[src/rtl/spell_mem_arbiter_if.sv]
// Bundle of every handshake and bus signal around the spell memory arbiter:
// the two requester ports (A = core, B = host/debug loader), the error
// pulse, and the single-port memory side.
interface spell_mem_arbiter_if;
    // Port A (core: fetch and load/store)
    logic       a_req;
    logic [7:0] a_addr;
    logic [1:0] a_type;
    logic       a_write;
    logic [7:0] a_wdata;
    logic       a_done;
    logic [7:0] a_rdata;
    // Port B (host/debug loader)
    logic       b_req;
    logic [7:0] b_addr;
    logic [1:0] b_type;
    logic       b_write;
    logic [7:0] b_wdata;
    logic       b_done;
    logic [7:0] b_rdata;
    // Timeout indication, coincident with the owner's done
    logic       err;
    // Shared memory side
    logic       mem_select;
    logic [7:0] mem_addr;
    logic [7:0] mem_data_in;
    logic [1:0] mem_type;
    logic       mem_write;
    logic [7:0] mem_data_out;
    logic       mem_data_ready;

    // Arbiter view
    modport slave (
        input  a_req, a_addr, a_type, a_write, a_wdata,
        output a_done, a_rdata,
        input  b_req, b_addr, b_type, b_write, b_wdata,
        output b_done, b_rdata,
        output err,
        output mem_select, mem_addr, mem_data_in, mem_type, mem_write,
        input  mem_data_out, mem_data_ready
    );

    // Environment view: requesters plus the memory itself
    modport master (
        output a_req, a_addr, a_type, a_write, a_wdata,
        input  a_done, a_rdata,
        output b_req, b_addr, b_type, b_write, b_wdata,
        input  b_done, b_rdata,
        input  err,
        input  mem_select, mem_addr, mem_data_in, mem_type, mem_write,
        output mem_data_out, mem_data_ready
    );
endinterface

[src/rtl/spell_mem_arbiter.sv]
// Two-port round-robin arbiter and sequencer for the shared single-port
// spell memory. A granted request is held on the memory until data_ready
// (or until the access timer expires), the owner gets a one-cycle done
// pulse, and a one-cycle select-low RELEASE state lets the memory re-arm.
// TIMEOUT legal range is 1..255 (8-bit access timer).
module spell_mem_arbiter #(
    parameter int unsigned TIMEOUT = 16
) (
    input  logic                 clock,
    input  logic                 reset,
    spell_mem_arbiter_if.slave   bus
);

    localparam logic [7:0] TIMER_LAST = 8'(TIMEOUT - 1);
    localparam logic       OWNER_A    = 1'b0;
    localparam logic       OWNER_B    = 1'b1;

    typedef enum logic [1:0] {
        ST_IDLE    = 2'b00,
        ST_ACCESS  = 2'b01,
        ST_RELEASE = 2'b10
    } state_t;

    state_t     r_state;
    logic       r_owner;
    logic       r_last_owner;
    logic [7:0] r_timer;

    logic       r_a_done;
    logic [7:0] r_a_rdata;
    logic       r_b_done;
    logic [7:0] r_b_rdata;
    logic       r_err;

    logic       r_mem_select;
    logic [7:0] r_mem_addr;
    logic [7:0] r_mem_data_in;
    logic [1:0] r_mem_type;
    logic       r_mem_write;

    logic       w_req_any;
    logic       w_grant_b;
    logic [7:0] w_sel_addr;
    logic [1:0] w_sel_type;
    logic       w_sel_write;
    logic [7:0] w_sel_wdata;
    logic       w_timeout;

    assign w_req_any = bus.a_req | bus.b_req;
    assign w_timeout = (r_timer == TIMER_LAST);

    // Round-robin choice: a lone requester wins, a tie goes to the port that did not own the memory last
    always_comb begin
        w_grant_b = 1'b0;
        if (bus.a_req && bus.b_req) begin
            w_grant_b = (r_last_owner == OWNER_A);
        end else if (bus.b_req) begin
            w_grant_b = 1'b1;
        end else begin
            w_grant_b = 1'b0;
        end
    end

    // Request fields of the port that would be granted this cycle
    always_comb begin
        w_sel_addr  = 8'h00;
        w_sel_type  = 2'b00;
        w_sel_write = 1'b0;
        w_sel_wdata = 8'h00;
        if (w_grant_b) begin
            w_sel_addr  = bus.b_addr;
            w_sel_type  = bus.b_type;
            w_sel_write = bus.b_write;
            w_sel_wdata = bus.b_wdata;
        end else begin
            w_sel_addr  = bus.a_addr;
            w_sel_type  = bus.a_type;
            w_sel_write = bus.a_write;
            w_sel_wdata = bus.a_wdata;
        end
    end

    // Arbitration/sequencing FSM with all outputs registered
    always_ff @(posedge clock) begin
        if (reset) begin
            r_state       <= ST_IDLE;
            r_owner       <= OWNER_A;
            r_last_owner  <= OWNER_B;
            r_timer       <= 8'h00;
            r_a_done      <= 1'b0;
            r_a_rdata     <= 8'h00;
            r_b_done      <= 1'b0;
            r_b_rdata     <= 8'h00;
            r_err         <= 1'b0;
            r_mem_select  <= 1'b0;
            r_mem_addr    <= 8'h00;
            r_mem_data_in <= 8'h00;
            r_mem_type    <= 2'b00;
            r_mem_write   <= 1'b0;
        end else begin
            // done/err are single-cycle pulses
            r_a_done <= 1'b0;
            r_b_done <= 1'b0;
            r_err    <= 1'b0;
            case (r_state)
                ST_IDLE: begin
                    r_timer <= 8'h00;
                    if (w_req_any) begin
                        r_mem_addr    <= w_sel_addr;
                        r_mem_type    <= w_sel_type;
                        r_mem_write   <= w_sel_write;
                        r_mem_data_in <= w_sel_wdata;
                        r_mem_select  <= 1'b1;
                        r_owner       <= w_grant_b;
                        r_last_owner  <= w_grant_b;
                        r_state       <= ST_ACCESS;
                    end else begin
                        r_state <= ST_IDLE;
                    end
                end
                ST_ACCESS: begin
                    r_timer <= r_timer + 8'd1;
                    if (bus.mem_data_ready) begin
                        // Ready wins over a coincident timeout
                        r_mem_select <= 1'b0;
                        r_mem_write  <= 1'b0;
                        r_state      <= ST_RELEASE;
                        if (r_owner == OWNER_B) begin
                            r_b_done <= 1'b1;
                            if (!r_mem_write) begin
                                r_b_rdata <= bus.mem_data_out;
                            end else begin
                                r_b_rdata <= r_b_rdata;
                            end
                        end else begin
                            r_a_done <= 1'b1;
                            if (!r_mem_write) begin
                                r_a_rdata <= bus.mem_data_out;
                            end else begin
                                r_a_rdata <= r_a_rdata;
                            end
                        end
                    end else if (w_timeout) begin
                        r_mem_select <= 1'b0;
                        r_mem_write  <= 1'b0;
                        r_err        <= 1'b1;
                        r_state      <= ST_RELEASE;
                        if (r_owner == OWNER_B) begin
                            r_b_done  <= 1'b1;
                            r_b_rdata <= 8'h00;
                        end else begin
                            r_a_done  <= 1'b1;
                            r_a_rdata <= 8'h00;
                        end
                    end else begin
                        r_state <= ST_ACCESS;
                    end
                end
                ST_RELEASE: begin
                    // One select-low cycle so the memory can re-arm
                    r_timer <= 8'h00;
                    r_state <= ST_IDLE;
                end
                default: begin
                    r_timer      <= 8'h00;
                    r_mem_select <= 1'b0;
                    r_mem_write  <= 1'b0;
                    r_state      <= ST_IDLE;
                end
            endcase
        end
    end

    assign bus.a_done      = r_a_done;
    assign bus.a_rdata     = r_a_rdata;
    assign bus.b_done      = r_b_done;
    assign bus.b_rdata     = r_b_rdata;
    assign bus.err         = r_err;
    assign bus.mem_select  = r_mem_select;
    assign bus.mem_addr    = r_mem_addr;
    assign bus.mem_data_in = r_mem_data_in;
    assign bus.mem_type    = r_mem_type;
    assign bus.mem_write   = r_mem_write;

endmodule
[src/flat_wrapper.sv]
// flat-port wrapper written by rule: the top's interface ports become plain ports
module spell_mem_arbiter_flat 
#(
    parameter int unsigned TIMEOUT = 16
)
  (clock, reset, bus_a_req, bus_a_addr, bus_a_type, bus_a_write, bus_a_wdata, bus_a_done, bus_a_rdata, bus_b_req, bus_b_addr, bus_b_type, bus_b_write, bus_b_wdata, bus_b_done, bus_b_rdata, bus_err, bus_mem_select, bus_mem_addr, bus_mem_data_in, bus_mem_type, bus_mem_write, bus_mem_data_out, bus_mem_data_ready);
  spell_mem_arbiter_if bus_i ();
  input  logic clock;
  input  logic reset;
  input wire logic [$bits(bus_i.a_req)-1:0] bus_a_req;
  input wire logic [$bits(bus_i.a_addr)-1:0] bus_a_addr;
  input wire logic [$bits(bus_i.a_type)-1:0] bus_a_type;
  input wire logic [$bits(bus_i.a_write)-1:0] bus_a_write;
  input wire logic [$bits(bus_i.a_wdata)-1:0] bus_a_wdata;
  output wire logic [$bits(bus_i.a_done)-1:0] bus_a_done;
  output wire logic [$bits(bus_i.a_rdata)-1:0] bus_a_rdata;
  input wire logic [$bits(bus_i.b_req)-1:0] bus_b_req;
  input wire logic [$bits(bus_i.b_addr)-1:0] bus_b_addr;
  input wire logic [$bits(bus_i.b_type)-1:0] bus_b_type;
  input wire logic [$bits(bus_i.b_write)-1:0] bus_b_write;
  input wire logic [$bits(bus_i.b_wdata)-1:0] bus_b_wdata;
  output wire logic [$bits(bus_i.b_done)-1:0] bus_b_done;
  output wire logic [$bits(bus_i.b_rdata)-1:0] bus_b_rdata;
  output wire logic [$bits(bus_i.err)-1:0] bus_err;
  output wire logic [$bits(bus_i.mem_select)-1:0] bus_mem_select;
  output wire logic [$bits(bus_i.mem_addr)-1:0] bus_mem_addr;
  output wire logic [$bits(bus_i.mem_data_in)-1:0] bus_mem_data_in;
  output wire logic [$bits(bus_i.mem_type)-1:0] bus_mem_type;
  output wire logic [$bits(bus_i.mem_write)-1:0] bus_mem_write;
  input wire logic [$bits(bus_i.mem_data_out)-1:0] bus_mem_data_out;
  input wire logic [$bits(bus_i.mem_data_ready)-1:0] bus_mem_data_ready;
  assign bus_i.a_req = bus_a_req;
  assign bus_i.a_addr = bus_a_addr;
  assign bus_i.a_type = bus_a_type;
  assign bus_i.a_write = bus_a_write;
  assign bus_i.a_wdata = bus_a_wdata;
  assign bus_a_done = bus_i.a_done;
  assign bus_a_rdata = bus_i.a_rdata;
  assign bus_i.b_req = bus_b_req;
  assign bus_i.b_addr = bus_b_addr;
  assign bus_i.b_type = bus_b_type;
  assign bus_i.b_write = bus_b_write;
  assign bus_i.b_wdata = bus_b_wdata;
  assign bus_b_done = bus_i.b_done;
  assign bus_b_rdata = bus_i.b_rdata;
  assign bus_err = bus_i.err;
  assign bus_mem_select = bus_i.mem_select;
  assign bus_mem_addr = bus_i.mem_addr;
  assign bus_mem_data_in = bus_i.mem_data_in;
  assign bus_mem_type = bus_i.mem_type;
  assign bus_mem_write = bus_i.mem_write;
  assign bus_i.mem_data_out = bus_mem_data_out;
  assign bus_i.mem_data_ready = bus_mem_data_ready;
  spell_mem_arbiter #(.TIMEOUT(TIMEOUT)) u_core (.clock(clock), .reset(reset), .bus(bus_i));
endmodule
[config.mk]
export PLATFORM = sky130hd
export DESIGN_NAME = spell_mem_arbiter_flat
export DESIGN_NICKNAME = d
export VERILOG_FILES = /design/src/rtl/spell_mem_arbiter_if.sv /design/src/rtl/spell_mem_arbiter.sv /design/src/flat_wrapper.sv
export SDC_FILE = /design/constraint.sdc
export NUM_CORES = 1
export LEC_CHECK = 0
export BUFFER_PORTS_ARGS = -buffer_cell sky130_fd_sc_hd__buf_4
export CORE_ASPECT_RATIO = 1.25
export CORE_MARGIN = 2
export CORE_UTILIZATION = 42
export DETAILED_ROUTE_END_ITERATION = 10
export PLACE_DENSITY = 0.78
export RECOVER_POWER = 25
export SYNTH_ARGS = -nofsm -noshare
export SYNTH_HDL_FRONTEND = slang
export SYNTH_SLANG_ARGS = --single-unit
[constraint.sdc]
create_clock -name clock -period 1.66 [get_ports clock]
set_clock_uncertainty 0.1 [all_clocks]
set_input_delay 0.083 -clock clock [delete_from_list [all_inputs] [get_ports clock]]
set_output_delay 0.083 -clock clock [all_outputs]
set_load 0.1 [all_outputs]
# Word-level counts from Yosys, hierarchy flattened
# Cells that the tools add are included.
[word_totals]
reg_bits = 51
in_bits = 51
out_inout_bits = 39
wordCells = 67
[op_classes]
n_addsub = 1
eq_ne = 6
n_mux = 32
n_bitwise = 5
n_reduce_logical = 9
[op_table]
columns = ["op", "count"]
rows = [
  ["8-bit 2-to-1 mux", 11],
  ["1-bit 2-to-1 mux", 15],
  ["8-bit by 1-bit adder with 8-bit output (second input constant)", 1],
  ["8-bit by 4-bit == test with 1-bit output (second input constant)", 1],
  ["4-bit AND reduction", 2],
  ["2-bit 2-to-1 mux", 3],
  ["1-bit case mux with 3 select lines", 2],
  ["1-bit NOT", 4],
  ["2-bit case mux with 2 select lines", 1],
  ["3-bit by 2-bit != test with 1-bit output (second input constant)", 1],
  ["3-bit AND reduction", 1],
  ["3-bit OR reduction", 1],
  ["2-bit by 1-bit == test with 1-bit output (second input constant)", 1],
  ["2-bit == test (second input constant)", 1],
  ["2-bit logical NOT", 1],
  ["2-bit by 1-bit != test with 1-bit output (second input constant)", 1],
  ["2-bit != test (second input constant)", 1],
  ["2-bit AND reduction", 1],
  ["2-bit nonzero test", 1],
  ["2-bit OR reduction", 1],
  ["1-bit logical AND", 1],
  ["1-bit bitwise OR", 1],
]

# Longest topological paths before layout
# Gate-level depths: netlist of the first run.
[logic_depth]
word_depth = 5
depth_mapped = 6
depth_no_buf = 5

# Worst setup path before layout of the first run
# OpenSTA, ideal clock, no wires.
[synth_timing]
kind = "flip-flop to flip-flop"
startpoint = "register u_core.r_mem_write (netlist: u_core.bus.mem_write)"
endpoint = "register u_core.r_a_rdata[0] (netlist: u_core.bus.a_rdata[0])"
arrival_time_ns = 1.782
t_required_ns = 1.498
slack_ns = -0.285
path_stages_with_launch = 5
cell_sequence = "dfxtp_1 nand2b_1 o31ai_4 a31oi_4 a22o_1"
[synth_between]
elab_chain_cells = 2
[synth_rtl]
columns = ["item", "line", "source"]
rows = [
  ["start: declaration", "spell_mem_arbiter.sv:39", "logic r_mem_write;"],
  ["start signal: assignment", "spell_mem_arbiter.sv:111", "r_mem_write <= w_sel_write;"],
  ["2-bit != test (no source line)", "-", ""],
  ["4-bit AND reduction (no source line)", "-", ""],
  ["end signal: assignment", "spell_mem_arbiter.sv:138", "r_a_rdata <= bus.mem_data_out;"],
  ["end signal: assignment", "spell_mem_arbiter.sv:140", "r_a_rdata <= r_a_rdata;"],
  ["end: declaration", "spell_mem_arbiter.sv:30", "logic [7:0] r_a_rdata;"],
]
# Every way passes these cells.
# A chain may end at the register's enable or synchronous reset.

# Worst setup path in the final report of the first run
[layout_timing]
startpoint = "register u_core.r_timer[6]"
endpoint = "register u_core.r_a_rdata[0] (netlist: u_core.bus.a_rdata[0])"
[layout_between]
elab_chain_cells = 3
[layout_rtl]
columns = ["item", "line", "source"]
rows = [
  ["start: declaration", "spell_mem_arbiter.sv:27", "logic [7:0] r_timer;"],
  ["start signal: assignment", "spell_mem_arbiter.sv:122", "r_timer <= r_timer + 8'd1;"],
  ["8-bit by 4-bit == test with 1-bit output", "spell_mem_arbiter.sv:50", "assign w_timeout = (r_timer == TIMER_LAST);"],
  ["2-bit nonzero test (no source line)", "-", ""],
  ["4-bit AND reduction (no source line)", "-", ""],
]
# Every way passes these cells.

==> run_results.csv, run 1 <==
group,metric,value,unit
worst_hold_path,min_to,"u_core.r_last_owner",
global_route,grt_max_degree,29,
power,p_per_area,1060,mW/mm^2
worst_hold_path,min_from,"bus_a_req",
yosys,synthSimpleGateAreaFrac,13.8,%
critical_path,critPathTopFamily,"compound AO/OA/AOI/OAI gates",
cells_and_area,nFillCells,400,
timing,setup_ws,-0.179,ns
run_status,violations,"negative setup slack",
cells_and_area,diodes,0,
cells_and_area,drive_gt1_share,42.2,%
route,drtPass1Iterations,4,
yosys,synth_mux_area_share,9.82,%
critical_path,crit_path_end_kind,"flop",
timing,period_share,111,%
cells_and_area,final_core_util,64.5,%
route,antenna_left,0,
worst_hold_path,min_path_cells,3,
critical_path,cp_cell_sequence,"or4_4 > o31ai_4 > a31oi_4 > a22o_1",
floorplan,die_w,66.3,um
yosys,synth_compound_area_share,20.0,%
place,dp_slack,-0.171,ns
route,route.detailed.drc,0,
global_route,antenna_found_initial,0,
route,routedWlPerCell,13.2,um
clock_network,cts.sinks,51,
worst_hold_path,worstHoldPathType,"input port to flop",
place,place_congestion,0.717,
yosys,syn_inst,194,
route,dr.first_iter.drc_count,89,
route,finalWirelength,4800,um
critical_path,r2r-start,"u_core.r_timer[6]",
critical_path,slowest_delay,0.55,ns
cells_and_area,syn2layout_area_growth,48.4,%
critical_path,cp.required,1.76,ns
critical_path,cp-start-kind,"flop",
critical_path,cp_max_fo,8,
yosys,synth_seq_cells,51,
run,max-cap-violations,0,
global_route,grtUsageTotal,17.1,%
run_status,status,"complete, but fails checks",
timing,finalSetupViolations,18,
floorplan,die_area,0.00543,sq mm
timing,tightest_slew,0.555,ns
clock_network,htreeDepth,2,
yosys,synth_top_family_by_area,"compound AO/OA/AOI/OAI gates",
clock_network,cts_inserted_buffers,5,
yosys,yosysWarnings,0,
critical_path,r2r_end,"u_core.bus.a_rdata[0]",
critical_path,path_class,"flop to flop",
route,vias_per_cell,5.04,
global_route,overflow,0,
cells_and_area,final_nets,354,
yosys,synth_nets,246,
power,p_leak,1.35,nW
global_route,grt_pass1_wl,7200,um
clock_network,cts_root_buffer,"clkbuf_8",
cells_and_area,multi_input_area,980,sq um
yosys,synth_xor_area_share,2.58,%
place,hpwl,3600,um
yosys,synth_area,0.00204,sq mm
yosys,synth_cell_types,35,
cells_and_area,seq_area,0.00102,sq mm
clock_network,tritoncts,"done",
place,io_buffers,89,
floorplan,start_util,43.4,%
critical_path,r2r_slack,-0.18,ns
critical_path,cp_num_buf_inv,0,
clock_network,post_cts_buffers,0,
timing,final_hold_viol_count,0,
timing,slew_viol_final,0,
critical_path,crit_arrival,1.94,ns
route,vias,1829,
power,ir_drop,0.529,mV
floorplan,rows,28,
timing,slew_headroom,62.8,%
clock_network,cts_buffer_depth,2,
critical_path,slowest_stage,"or4_4",
yosys,synth-adder-area-share,0.613,%
timing,timing.fmax,544,MHz
timing,period_minus_slack,1.84,ns
global_route,grt_pass1_vias,1678,
yosys,synth-seq-area-share,50.1,%
clock_network,clk_latency,0.30,ns
critical_path,reg2reg_depth,4,
floorplan,io_pins,90,
yosys,avgSynthCellArea,10.5,sq um
floorplan,core,0.00469,sq mm
timing,rsz0062_at_grt,"yes",
clock_network,cts.clk_slew.worst_paths,0.09,ns
floorplan,die_y,81.9,um
## registers in the layout, summed over array words and instances, names as in the netlist
register,cells
u_core.bus.b_done,1
u_core.bus.mem_select,1
u_core.bus.mem_type,2
u_core.bus.b_rdata,8
u_core.bus.mem_data_in,8
u_core.bus.mem_addr,8
u_core.r_last_owner,1
u_core.r_timer,8
u_core.bus.a_done,1
u_core.r_owner,1
u_core.bus.mem_write,1
u_core.bus.a_rdata,8
u_core.r_state,2
u_core.bus.err,1
## how the worst max path moves through the flow
stage                     slack (ns)                    end         startpoint  cells after the start
after floorplan                -0.09  u_core.bus.a_rdata[0]  u_core.r_timer[6]                      4
after global placement         -0.12  u_core.bus.a_rdata[7]  u_core.r_timer[6]                      4
after detailed placement       -0.17  u_core.bus.a_rdata[4]  u_core.r_timer[6]                      4
after CTS                      -0.18  u_core.bus.a_rdata[4]  u_core.r_timer[6]                      4
after global routing           -0.21  u_core.bus.a_rdata[0]  u_core.r_state[0]                      4
final                          -0.18  u_core.bus.a_rdata[0]  u_core.r_timer[6]                      4
## layer usage
metal	routed length (um)	global-route usage, %	vias to the layer above
met2	2500	30.7	46
met5	0	0	-
met3	211	3.15	6
met1	2010	19.7	851
met4	77	7.14	0
li1	-	-	926
## layout make-up
class	count	area share [%]
clock inverters	3	1.45
clock buffers	5	2.27
well taps	60	2.48
multi-input cells	129	32.4
inverters	2	0.248
repair buffers	113	27.4
flip-flops and latches	51	33.8
## cells in the final DEF, fill, tap and decap left out, drive strengths merged, types with 2 or more instances in the layout
cell type    count
buf             87
dfxtp           51
nor2            33
clkbuf          22
mux2i           20
a211oi          19
a22o            16
dlygate4sd3      9
nor3             6
nand2b           4
xor2             4
nand3            3
a31oi            2
inv              2
nand2            2
nor4b            2
xnor2            2
clkinv           2
## stage by stage
step / instances / TNS, ns / hold WS, ns / power (mW) / cell area (sq um)
2_1_floorplan: 194 / -1.49 / 0.0608 / 2.11 / 2040
3_3_place_gp: 346 / -1.89 / 0.208 / 2.37 / 2850
3_5_place_dp: 346 / -2.57 / 0.208 / 2.38 / 2850
4_1_cts: 363 / -2.87 / 0.0148 / 3.24 / 3060
5_1_grt: 363 / -3.35 / 0.0204 / 3.32 / 3030
6_report: 363 / -2.60 / 0.0193 / 3.19 / 3030
## kinds of logic (layout without fill, tap and decap cells)
kind of cell,count (synthesis),after routing
AND/OR/NAND/NOR,57,57
adder cells (fa/ha/maj),1,1
AO/OA/AOI/OAI,45,45
multiplexers,20,20
flip-flops,51,51
buffers and inverters,14,123
XOR/XNOR,6,6
## worst register-to-register path, stage by stage, from the launching register on
cell and delay (ns):
dfxtp_2 0.33, or4_4 0.55, o31ai_4 0.29, a31oi_4 0.20, a22o_1 0.27
## cell usage after synthesis
library cell  count  area share, %
xor2_1            4            1.7
a21bo_2           1           0.49
nor3_1            4           0.98
or4_4             1           0.55
nand3_1           3           0.74
o31ai_4           1            1.0
and2b_1           1           0.37
and4_1            1           0.43
clkbuf_1          6            1.1
ha_1              1           0.61
buf_4             2           0.74
a22o_1           16            6.9
nor4b_1           2           0.86
a31oi_4           2            2.1
xnor2_1           2           0.86
o21ba_2           1           0.49
a2bb2oi_1         1           0.43
a21oi_1           1           0.25
nor2b_1           1           0.31
nand4_1           1           0.31
mux2i_1          20            9.8
and3_1            1           0.31
nor2_1           33            6.1
inv_1             2           0.37
buf_1             1           0.18
dfxtp_1          51             50
nand2b_1          4            1.2
a211oi_1         19            7.0
a221o_1           1           0.49
nand2_1           2           0.37
nor3_2            2           0.98
o32a_1            1           0.49
a21boi_0          1           0.37
buf_2             3           0.74
nor4_1            1           0.31
## where the power goes
group | leakage [nW] | internal, mW | switching (mW)
sequential | 0.418 | 1.30 | 0.0501
clock | 0.0581 | 0.449 | 0.400
combinational | 0.875 | 0.277 | 0.715
## timing repair
item                                    in CTS  in global routing
hold buffers                                 9                  0
gates resized for setup                      1                  3
endpoints found under the setup margin      21                 22
hold endpoints to repair                    17                  0
pin swaps                                    2                  2
No activity file was read; power rests on OpenSTA's default activity.
==> run 2: changes to the inputs <==
- SETUP_SLACK_MARGIN: unset -> 0.2
==> run_results.csv, run 2 (synthesis results as in run 1) <==
group,metric,value,unit
worst_hold_path,worstHoldPathType,"input port to flop",
timing,finalSetupViolations,19,
global_route,grt_max_degree,39,
route,finalWirelength,5190,um
floorplan,die_y,81.9,um
timing,period_share,113,%
power,ir_drop,0.566,mV
floorplan,rows,28,
critical_path,cp-startpoint,"u_core.r_timer[6]",
cells_and_area,syn2layout_area_growth,52.7,%
critical_path,critPathTopFamily,"compound AO/OA/AOI/OAI gates",
floorplan,start_util,43.4,%
clock_network,cts.clk_slew.worst_paths,0.09,ns
cells_and_area,final_nets,356,
cells_and_area,drive_gt1_share,42.6,%
run,max-cap-violations,0,
critical_path,reg2reg_depth,4,
power,p_seq_share,40.0,%
power,p_per_area,1090,mW/mm^2
clock_network,cts_inserted_buffers,5,
critical_path,r2r_slack,-0.21,ns
floorplan,die_area,0.00543,sq mm
worst_hold_path,min_path_cells,3,
power,p_comb_share,30.5,%
timing,period_minus_slack,1.87,ns
critical_path,cp-start-kind,"flop",
critical_path,cp_num_cells,4,
critical_path,slowest_stage,"or4_4",
timing,tightest_slew,0.556,ns
timing,rsz0062_at_grt,"yes",
floorplan,die_w,66.3,um
power,power_switching_share,34.8,%
critical_path,r2r-start,"u_core.r_timer[6]",
timing,slew_headroom,63.1,%
power,power_frac_clock,29.4,%
route,routedWlPerCell,14.2,um
clock_network,cts_root_buffer,"clkbuf_8",
route,drtPass1Iterations,4,
critical_path,cp.required,1.75,ns
global_route,grt_pass1_wl,7630,um
route,vias_per_cell,5.10,
critical_path,crit_arrival,1.97,ns
timing,final_hold_viol_count,0,
route,antenna_left,0,
critical_path,cp_cell_sequence,"or4_4 > o31ai_4 > a31oi_4 > a22o_1",
cells_and_area,diodes,0,
place,io_buffers,89,
clock_network,clk_latency,0.30,ns
run_status,violations,"negative setup slack",
cells_and_area,mostFrequentLayoutCells,"buf_4, dfxtp_1, nor2_1, mux2i_1, a211oi_1",
global_route,overflow,0,
cells_and_area,final_common_cell,"buf_4",
timing,setup_ws,-0.215,ns
critical_path,slowest_delay,0.55,ns
global_route,antenna_found_initial,0,
critical_path,path_class,"flop to flop",
clock_network,htreeDepth,2,
floorplan,io_pins,90,
clock_network,cts_buffer_depth,2,
clock_network,cts.sinks,51,
route,dr.first_iter.drc_count,58,
timing,timing.fmax,533,MHz
clock_network,tritoncts,"done",
power,p_int,2.21,mW
place,place_congestion,0.704,
power,total_power,3.38,mW
floorplan,core,0.00469,sq mm
global_route,grtUsageTotal,18.4,%
power,p_switching,1.18,mW
critical_path,cp_max_fo,8,
critical_path,cp_num_buf_inv,0,
worst_hold_path,min_from,"bus_a_wdata[0]",
route,vias,1862,
place,dp_slack,-0.180,ns
run_status,status,"complete, but fails checks",
place,hpwl,3610,um
timing,slew_viol_final,0,
power,p_leak,1.38,nW
global_route,grt_pass1_vias,1625,
critical_path,crit_path_end_kind,"flop",
route,route.detailed.drc,0,
## run 2: cell types whose count changed in the layout (fill, tap and decap cells not counted), sizes merged
cell,delta
buf,+1
bufinv,+1
clkbuf,+2
clkinv,-2
## run 2: worst paths after layout
path	endpoint
worst max-delay path	u_core.bus.b_rdata[3]
worst min-delay path	u_core.bus.mem_data_in[0]
worst max register to register	u_core.bus.b_rdata[3]
worst min register to register	u_core.bus.a_rdata[7]
## run 2: area by class of cell
type	count	area (sq um)
sequential	51	1020
clock buffer	6	72.6
tap	60	75.1
multi-input combinational	129	1010
clock inverter	2	60.1
inverter	2	7.51
timing repair buffer	115	868
fill	391	1580
## run 2: worst register-to-register path, cell delays in order, from the launching register on
cell and delay (ns):
dfxtp_2 0.32, or4_4 0.55, o31ai_4 0.31, a31oi_4 0.20, a22o_1 0.28
## run 2: per-layer routing
layer / up-vias / wire length (um) / GRT usage, %
met1: 876 / 2090 / 20.8
met4: 0 / 117 / 8.78
met5: - / 0 / 0
li1: 925 / - / -
met3: 11 / 236 / 3.29
met2: 50 / 2750 / 33.3
## run 2: timing repair
action,in CTS,in global routing
pin swaps,0,5
hold buffers,9,0
hold endpoints to repair,17,0
endpoints found under the setup margin,23,28
gates resized for setup,6,4
gates cloned,0,1
setup buffers,0,1
## run 2: power groups by stage
stage / combinational, mW / sequential [mW] / clock, mW
after CTS: 1.03 / 1.35 / 1.01
after global placement: 0.995 / 1.38 / 0
after floorplan: 0.244 / 1.87 / 0
final: 1.03 / 1.35 / 0.996
after detailed placement: 1.01 / 1.38 / 0
after global routing: 1.08 / 1.37 / 1.06
## run 2: per-stage QoR
stage,instance area [sq um],instances,utilization (%),setup TNS [ns],hold slack (ns)
CTS,3120,363,66.4,-3.05,0.0147
floorplan,2050,194,-,-1.49,0.0608
global route,3110,365,66.3,-4.36,0.0216
global placement,2860,346,61.0,-1.92,0.207
finish,3110,365,66.3,-3.07,0.0184
detailed placement,2860,346,61.0,-2.79,0.210
